===== src/rtl/comp_32_seq.sv =====
// comp_32_seq: multicycle unsigned comparator scanning SLICE bits per clock from the MSB end.
// Define COMP_EARLY_EXIT_EN to leave the scan on the first differing slice.
module comp_32_seq #(
  parameter int WIDTH = 32,
  parameter int SLICE = 2
) (
  input  logic             clock,
  input  logic             reset,
  input  logic             start,
  input  logic [WIDTH-1:0] in1,
  input  logic [WIDTH-1:0] in2,
  output logic             busy,
  output logic             done,
  output logic             eq_out,
  output logic             gt_out
);
  localparam int NSLICE = WIDTH / SLICE;
  localparam int CW = NSLICE > 1 ? $clog2(NSLICE) : 1;
  localparam logic [1:0] IDLE = 2'd0, SCAN = 2'd1, DONE = 2'd2;
  logic [1:0] state;
  logic [WIDTH-1:0] a_sh, b_sh;
  logic [CW-1:0] cnt;
  logic diff_found, gt_flag;
  logic [SLICE-1:0] sa, sb;
  logic d, g, last;
  // the first difference wins; later slices cannot overwrite the verdict
  always_comb begin
    sa = a_sh[WIDTH-1 -: SLICE];
    sb = b_sh[WIDTH-1 -: SLICE];
    d = diff_found | (sa != sb);
    g = diff_found ? gt_flag : (sa > sb);
`ifdef COMP_EARLY_EXIT_EN
    last = (cnt == '0) || d;
`else
    last = (cnt == '0);
`endif
  end
  assign busy = state == SCAN;
  assign done = state == DONE;
  always_ff @(posedge clock or posedge reset) begin
    if (reset) begin
      state <= IDLE;
      a_sh <= '0;
      b_sh <= '0;
      cnt <= '0;
      diff_found <= 1'b0;
      gt_flag <= 1'b0;
      eq_out <= 1'b0;
      gt_out <= 1'b0;
    end else if (state == IDLE && start) begin
      a_sh <= in1;
      b_sh <= in2;
      cnt <= CW'(NSLICE - 1);
      diff_found <= 1'b0;
      gt_flag <= 1'b0;
      state <= SCAN;
    end else if (state == SCAN) begin
      a_sh <= a_sh << SLICE;
      b_sh <= b_sh << SLICE;
      cnt <= cnt - 1'b1;
      diff_found <= d;
      gt_flag <= g;
      if (last) begin
        eq_out <= ~d;
        gt_out <= d & g;
        state <= DONE;
      end
    end else if (state == DONE) begin
      state <= IDLE;
    end
  end
endmodule

===== config.mk =====
export PLATFORM = sky130hd
export DESIGN_NAME = comp_32_seq
export DESIGN_NICKNAME = d
export VERILOG_FILES = /design/src/rtl/comp_32_seq.sv
export SDC_FILE = /design/constraint.sdc
export NUM_CORES = 1
export LEC_CHECK = 0
export ABC_AREA = 1
export BUFFER_PORTS_ARGS = -buffer_cell sky130_fd_sc_hd__buf_2
export CAP_MARGIN = 10
export CORE_MARGIN = 5
export CORE_UTILIZATION = 30
export DETAILED_ROUTE_END_ITERATION = 12
export GPL_TIMING_DRIVEN = 0
export PLACE_DENSITY = 0.45
export REMOVE_ABC_BUFFERS = 1
export SYNTH_ARGS = -nofsm -noshare
export SYNTH_HDL_FRONTEND = slang
export SYNTH_SLANG_ARGS = --single-unit

===== constraint.sdc =====
create_clock -name clock -period 3 [get_ports clock]
set_clock_uncertainty 0.05 [all_clocks]
set_input_delay 0.15 -clock clock [delete_from_list [all_inputs] [get_ports clock]]
set_output_delay 0.15 -clock clock [all_outputs]
set_load 0.005 [all_outputs]

==> key figures, run 1 <==
GRT
  • Total gr overflow: 0
  • Vias in the first global route: 2,864
  • Antenna violations before repair: 0
  • First-pass GRT wire length: 13,720 um
  • Largest net degree at the start of global routing: 69
  • Aggregate global-route resource usage: 12.96%

Cells and area
  • Layout cells sized above 1: 18.64%
  • Design area: about 4500 um^2
  • Area delta synth->final: 35.10%
  • N_diodes: 0
  • Net count, final: ~570

Synth
  • Adder-cell share of the synthesized area: around 2.3%
  • Synth Area in Compound Gates: 12.03%
  • Post-Synth Simple-Gate Area: 22.77%
  • Yosys top cell area share: a little under three fifths
  • Sequential area share after synthesis: 55.62%
  • Seq cells post-synth: 74
  • Multiplexer share of the synthesized area: 0%
  • Synthesis Warnings: 0
  • Unique masters post-synth: 20
  • Post-Syn Area: 3329 um^2
  • Syn_area_per_cell: 8.739 um^2
  • Area leader, netlist: dfrtp_1
  • Largest family of logic cells by synthesized area: simple AND/OR/NAND/NOR gates
  • Gate Count Post-Synth: roughly 380
  • XOR/XNOR share of the synthesized area: 0%
  • Synth area leaders: dfrtp_1 (56%), nand2_1 (17%), o211ai_1 (9.9%)

STA
  • Final-report max-slew violation count: 0
  • Fin. Hold Viols: 0
  • Final min period: 2.402 ns
  • Setup violations, final: 0
  • Worst-Margin Slew: roughly 1.1 ns
  • Max_slew headroom: between 20 and 30%
  • RSZ-0062 raised after global routing: false
  • Fmax: between 400 and 500 MHz
  • TNS Setup: 0 ns
  • Period utilisation layout: between 80% and 90%
  • Setup WS post-layout: between 0.5 and 0.6 ns

Worst setup path
  • CP max FO: 39
  • Critical Path Source Type: register
  • Worst EP arrival: ~2.6 ns
  • CP endpoint kind: register
  • Worst Path Required: 3.20 ns
  • Critical path type: reg2reg
  • Launch point of the critical path: state[1]
  • R2R Path Start: state[1]

Floorplan
  • Die Span Y: around 120 um
  • DIE AREA: 13,300 um^2
  • Initial core utilization: 30.71%
  • Cell Rows: 38
  • Die X: approximately 120 um
  • Core Area: 10,840 um^2
  • I/O pin cnt: 71

Job
  • Max_cap viols: 0

Placed design
  • Setup WS pre-CTS: ~0.55 ns
  • Placed Instance Area: around 3800 um^2
  • DP HPWL: 4926 um
  • Final Wtd Congestion: about 0.74
  • # port buffers: 70

Route
  • Via density: 4.493
  • Wirelength per Cell: 12.64 um
  • Drt drc: 0
  • Via total after detailed routing: between 2,000 and 3,000
  • Post-DRT Antenna Nets: 0
  • DRT iter0 DRCs: 146
  • Drt pass-1 iters: 5
  • Final WL: 8076 um

Clock tree
  • Sink Count: 74
  • CTS clk-pin slew, worst paths: 0.08 ns
  • H-tree depth: 3
  • CTS tree: built
  • Worst skew pair latency: 0.34 ns
  • Clk buf depth: 2
  • Postcts setup bufs: 0
  • CTS root buffer: clkbuf_8
  • Clock buffer count from CTS: 9

Run status
  • Status: finished, final reports clean

Hold path
  • Hold Startpoint: in1[25]
  • Worst min path class: in2reg

Pwr
  • P_leak: 2.132 nW
  • Peak supply drop: 0.4637 mV
  • Power density over the cells: 886.5 nW/um^2
-- layer usage --
| layer | wire length (um) | track usage [%] | share of wire (%) |
|---|---|---|---|
| met4 | 65 | 2.582 | 0.80 |
| met2 | 3621 | 20.56 | 45 |
| met3 | 456 | 3.842 | 5.6 |
| met5 | 0 | 0 | 0 |
| met1 | 3933 | 17.72 | 49 |
-- state kept, by name, indices dropped and copies added, names as in the netlist --
| name | count |
|---|---|
| b_sh | 32 |
| cnt | 4 |
| state | 2 |
| a_sh | 32 |
| diff_found | 1 |
| eq_out | 1 |
| gt_out | 1 |
| gt_flag | 1 |
-- power by group --
| part | total [W] | switching, W | leakage (nW) | internal (W) |
|---|---|---|---|---|
| combinational | 0.00151 | 0.000967 | 1.10 | 0.000540 |
| clock | 0.000861 | 0.000350 | 0.110 | 0.000511 |
| sequential | 0.00162 | 0.000178 | 0.925 | 0.00144 |
| total | 0.00399 | 0.00150 | 2.13 | 0.00249 |
-- critical path, cell delays in order, from the launching register on --
cell and delay, ns:
dfrtp_1 0.40, inv_1 0.08, ha_1 0.33, nand2_2 0.43, inv_2 0.72, nand2_1 0.14
o211ai_1 0.12
-- Yosys cell counts (all sizes together) --
cell and instances:
nand2 158, dfrtp 74, o211ai 44, inv 36
nand3 21, buf 14, nor2 9, o21ai 9
ha 6, clkbuf 5, a211oi 1, a21oi 1
a22oi 1, nand3b 1, or2 1
-- kinds of logic (layout without fill, tap and decap cells) --
group | Yosys count | after routing
adder cells (fa/ha/maj) | 6 | 6
flip-flops | 74 | 74
AND/OR/NAND/NOR | 190 | 190
buffers and inverters | 55 | 173
AO/OA/AOI/OAI | 56 | 56
-- area by class of cell --
cell class / count / area [um^2]
Clock buffer: 13 / 158.9
Clock inverter: 2 / 60.06
Timing Repair Buffer: 122 / 880.8
Tap cell: 140 / 175.2
Inverter: 36 / 137.6
Fill cell: 1115 / 6342
Multi-Input combinational cell: 252 / 1234
Sequential cell: 74 / 1852
-- timing repair --
item | 4_1_cts | 5_1_grt
hold endpoints to repair | 85 | 1
hold buffers | 50 | 1
gates resized for setup | 0 | 0
-- path summary, 6_finish.rpt --
check	end	slack, ns	cells past startpoint
max	b_sh[17]	0.60	6
min	a_sh[25]	0.01	3
max reg2reg	b_sh[17]	0.60	6
min reg2reg	b_sh[30]	0.43	2
max in group asynchronous	b_sh[26]	1.99	4
min in group asynchronous	a_sh[9]	0.32	3
-- metrics by stage --
stage | power (W) | cells | util, % | hold WS, ns
floorplan | 0.002672 | 362 | - | 0.2210
global placement | 0.003104 | 572 | 34.56 | 0.3088
detailed placement | 0.003142 | 573 | 34.76 | 0.1685
CTS | 0.004076 | 638 | 41.40 | 0.001109
global route | 0.004376 | 639 | 41.49 | 0.005373
finish | 0.003987 | 639 | 41.49 | 0.01195
-- cell usage in the layout (no fill, tap or decap) --
| cell | count |
|---|---|
| nand2_1 | 155 |
| dfrtp_1 | 74 |
| buf_2 | 70 |
| dlygate4sd3_1 | 51 |
| o211ai_1 | 44 |
| inv_1 | 31 |
| nand3_1 | 21 |
| clkbuf_8 | 11 |
| nor2_1 | 9 |
| o21ai_0 | 9 |
| ha_1 | 6 |
| inv_2 | 4 |
| nand2_2 | 2 |
| clkbuf_1 | 2 |
| bufinv_16 | 2 |
| nand2_4 | 1 |
| or2_1 | 1 |
| a22oi_2 | 1 |
| nand3b_1 | 1 |
| inv_4 | 1 |
| a211oi_1 | 1 |
| a21oi_1 | 1 |
| buf_12 | 1 |
(Power assumes the default switching activity.)
==> run 2, diff against run 1 <==
Settings changed: PLACE_DENSITY 0.45 to 0.47.
Clock period 3 ns to 2.17 ns, I/O delays scaled along.
==> key figures, run 2 (synthesis gave the netlist of run 1 again) <==
Worst setup path
  • R2R Path Start: state[1] (unchanged)
  • CP peak stage delay: 0.41 ns (was 0.72 ns)
  • Critical path type: reg2reg (unchanged)
  • CP max FO: 41 (was 39)
  • CP max-delay cell: inv_4 (was inv_2)
  • Crit Reg-Reg Endpoint: b_sh[9] (was b_sh[17])
  • Reg2Reg Setup Slack: 0.26 ns (was 0.60 ns)
  • CP endpoint kind: register (unchanged)
  • Critical Path Source Type: register (unchanged)
  • Launch point of the critical path: state[1] (unchanged)
  • Worst Path Required: 2.38 ns (was 3.20 ns)
  • CP Cell Sequence: inv_1 > ha_1 > inv_2 > nand2_8 > inv_4 > nand2_1 > o211ai_1 (was inv_1 > ha_1 > nand2_2 > inv_2 > nand2_1 > o211ai_1)
  • R2R depth: 7 (was 6)
  • Worst EP arrival: 2.12 ns (was 2.60 ns)

Placed design
  • Placed Instance Area: 3776 um^2 (was 3769 um^2)
  • Final Wtd Congestion: 0.7104 (was 0.7403)
  • Setup WS pre-CTS: -0.2504 ns (was 0.5531 ns)
  • Post-Place Cells: 573 (unchanged)
  • # port buffers: 70 (unchanged)
  • DP HPWL: 4899 um (was 4926 um)

STA
  • Final min period: 1.909 ns (was 2.402 ns)
  • Final-report max-slew violation count: 0 (unchanged)
  • Fin. Hold Viols: 0 (unchanged)
  • Setup WS post-layout: 0.2609 ns (was 0.5978 ns)
  • RSZ-0062 raised after global routing: false (unchanged)
  • Period utilisation layout: 87.98% (was 80.07%)
  • Max_slew headroom: 56.28% (was 25.70%)
  • Setup violations, final: 0 (unchanged)
  • Worst-Margin Slew: 0.6558 ns (was 1.113 ns)
  • Fmax: 523.8 MHz (was 416.3 MHz)

Route
  • Post-DRT Antenna Nets: 0 (unchanged)
  • Via total after detailed routing: 2,922 (was 2,871)
  • Final WL: 8558 um (was 8076 um)
  • Drt pass-1 iters: 6 (was 5)
  • Via density: 4.475 (was 4.493)
  • Wirelength per Cell: 13.11 um (was 12.64 um)
  • DRT iter0 DRCs: 115 (was 146)
  • Drt drc: 0 (unchanged)

Cells and area
  • Finished Layout Cells: 653 (was 639)
  • Net count, final: 582 (was 568)
  • Post-layout util: 42.43% (was 41.49%)
  • Layout cells sized above 1: 17.35% (was 18.64%)
  • N_diodes: 0 (unchanged)
  • Most frequent cells in the layout: nand2_1 (155), dfrtp_1 (74), buf_2 (70) (unchanged)
  • Largest regs: a_sh: 32 flops, b_sh: 32 flops, cnt: 4 flops (unchanged)
  • Area delta synth->final: 38.14% (was 35.10%)
  • Most common cell after layout, fill and taps aside: nand2_1 (unchanged)
  • Design area: 4599 um^2 (was 4498 um^2)

Pwr
  • Internal power: 0.003183 W (was 0.002492 W)
  • Clock power frac: 16.8% (was 21.6%)
  • Peak supply drop: 0.4910 mV (was 0.4637 mV)
  • P_leak: 2.161 nW (was 2.132 nW)
  • Switching pwr: 0.002115 W (was 0.001496 W)
  • Power share of the sequential group: 42.3% (was 40.6%)
  • Power density over the cells: 1152 nW/um^2 (was 886.5 nW/um^2)
  • Switching share of total power: 39.92% (was 37.51%)
  • Part of the power in combinational logic: 40.9% (was 37.8%)

Clock tree
  • Clk buf depth: 2 (unchanged)
  • Postcts setup bufs: 0 (unchanged)
  • Worst skew pair latency: 0.35 ns (was 0.34 ns)
  • CTS tree: built (unchanged)
  • Clock buffer count from CTS: 9 (unchanged)
  • H-tree depth: 3 (unchanged)
  • CTS root buffer: clkbuf_8 (unchanged)
  • CTS clk-pin slew, worst paths: 0.07 ns (was 0.08 ns)
  • Sink Count: 74 (unchanged)

Run status
  • Status: finished, final reports clean (unchanged)

Floorplan
  • Cell Rows: 38 (unchanged)
  • Die X: 115.3 um (unchanged)
  • Core Area: 10,840 um^2 (unchanged)
  • Initial core utilization: 30.71% (unchanged)
  • Die Span Y: 115.3 um (unchanged)
  • DIE AREA: 13,300 um^2 (unchanged)
  • I/O pin cnt: 71 (unchanged)

GRT
  • Aggregate global-route resource usage: 13.96% (was 12.96%)
  • Total gr overflow: 0 (unchanged)
  • Largest net degree at the start of global routing: 69 (unchanged)
  • Antenna violations before repair: 0 (unchanged)
  • Vias in the first global route: 3,068 (was 2,864)
  • First-pass GRT wire length: 14,540 um (was 13,720 um)

Hold path
  • Hold Path Stages: 3 (unchanged)
  • Worst Hold Path EP: state[0] (was a_sh[25])
  • Hold Startpoint: start (was in1[25])
  • Worst min path class: in2reg (unchanged)

Job
  • Max_cap viols: 0 (unchanged)
run 2: worst max-delay path: cells and delay by family (launching register included):
kind	cells	cell delay (ns)
flip-flops	1	0.37
AO/OA/AOI/OAI	1	0.10
adder cells (fa/ha/maj)	1	0.30
buffers and inverters	3	0.69
AND/OR/NAND/NOR	2	0.30
run 2: routing by layer:
metal  vias up  share of wire [%]  global-route usage [%]
li1       1483                  -                       -
met1      1368                 46                   17.02
met3        10                4.4                   3.632
met5         -                  0                       0
met4         0                1.4                   4.930
met2        61                 48                   23.88
run 2: stage by stage:
stage | setup TNS [ns] | total power (W) | hold WS, ns
global route | 0 | 0.005812 | 0.09058
detailed placement | -8.940 | 0.004350 | -0.01263
finish | 0 | 0.005298 | 0.09504
global placement | -79.68 | 0.004296 | 0.2678
floorplan | 0 | 0.003694 | 0.1795
CTS | 0 | 0.005384 | 0.02753
run 2: power by group through the flow:
stage / Combinational [W] / Clock (W) / Sequential (W)
floorplan: 0.00149 / 0 / 0.00221
global placement: 0.00204 / 0 / 0.00226
detailed placement: 0.00208 / 0 / 0.00227
CTS: 0.00220 / 0.000941 / 0.00225
global route: 0.00251 / 0.000992 / 0.00231
finish: 0.00217 / 0.000890 / 0.00224
run 2: worst max-delay path by stage:
stage,endpoint
after detailed placement,b_sh[4]
after global placement,a_sh[13]
final,b_sh[9]
after floorplan,a_sh[0]
after global routing,b_sh[9]
after CTS,b_sh[4]
run 2: cell type report:
cell class / instances / area (um^2)
multi-input combinational: 252 / 1247
fill: 1138 / 6241
inverter: 36 / 150.1
timing repair buffer: 136 / 1028
tap: 140 / 175.2
sequential: 74 / 1852
clock buffer: 15 / 146.4
run 2: what timing repair did:
item	CTS	global route
endpoints found under the hold margin	138	0
hold buffers	65	0
gates cloned	0	0
resized for setup	4	3
endpoints found under the setup margin	64	62
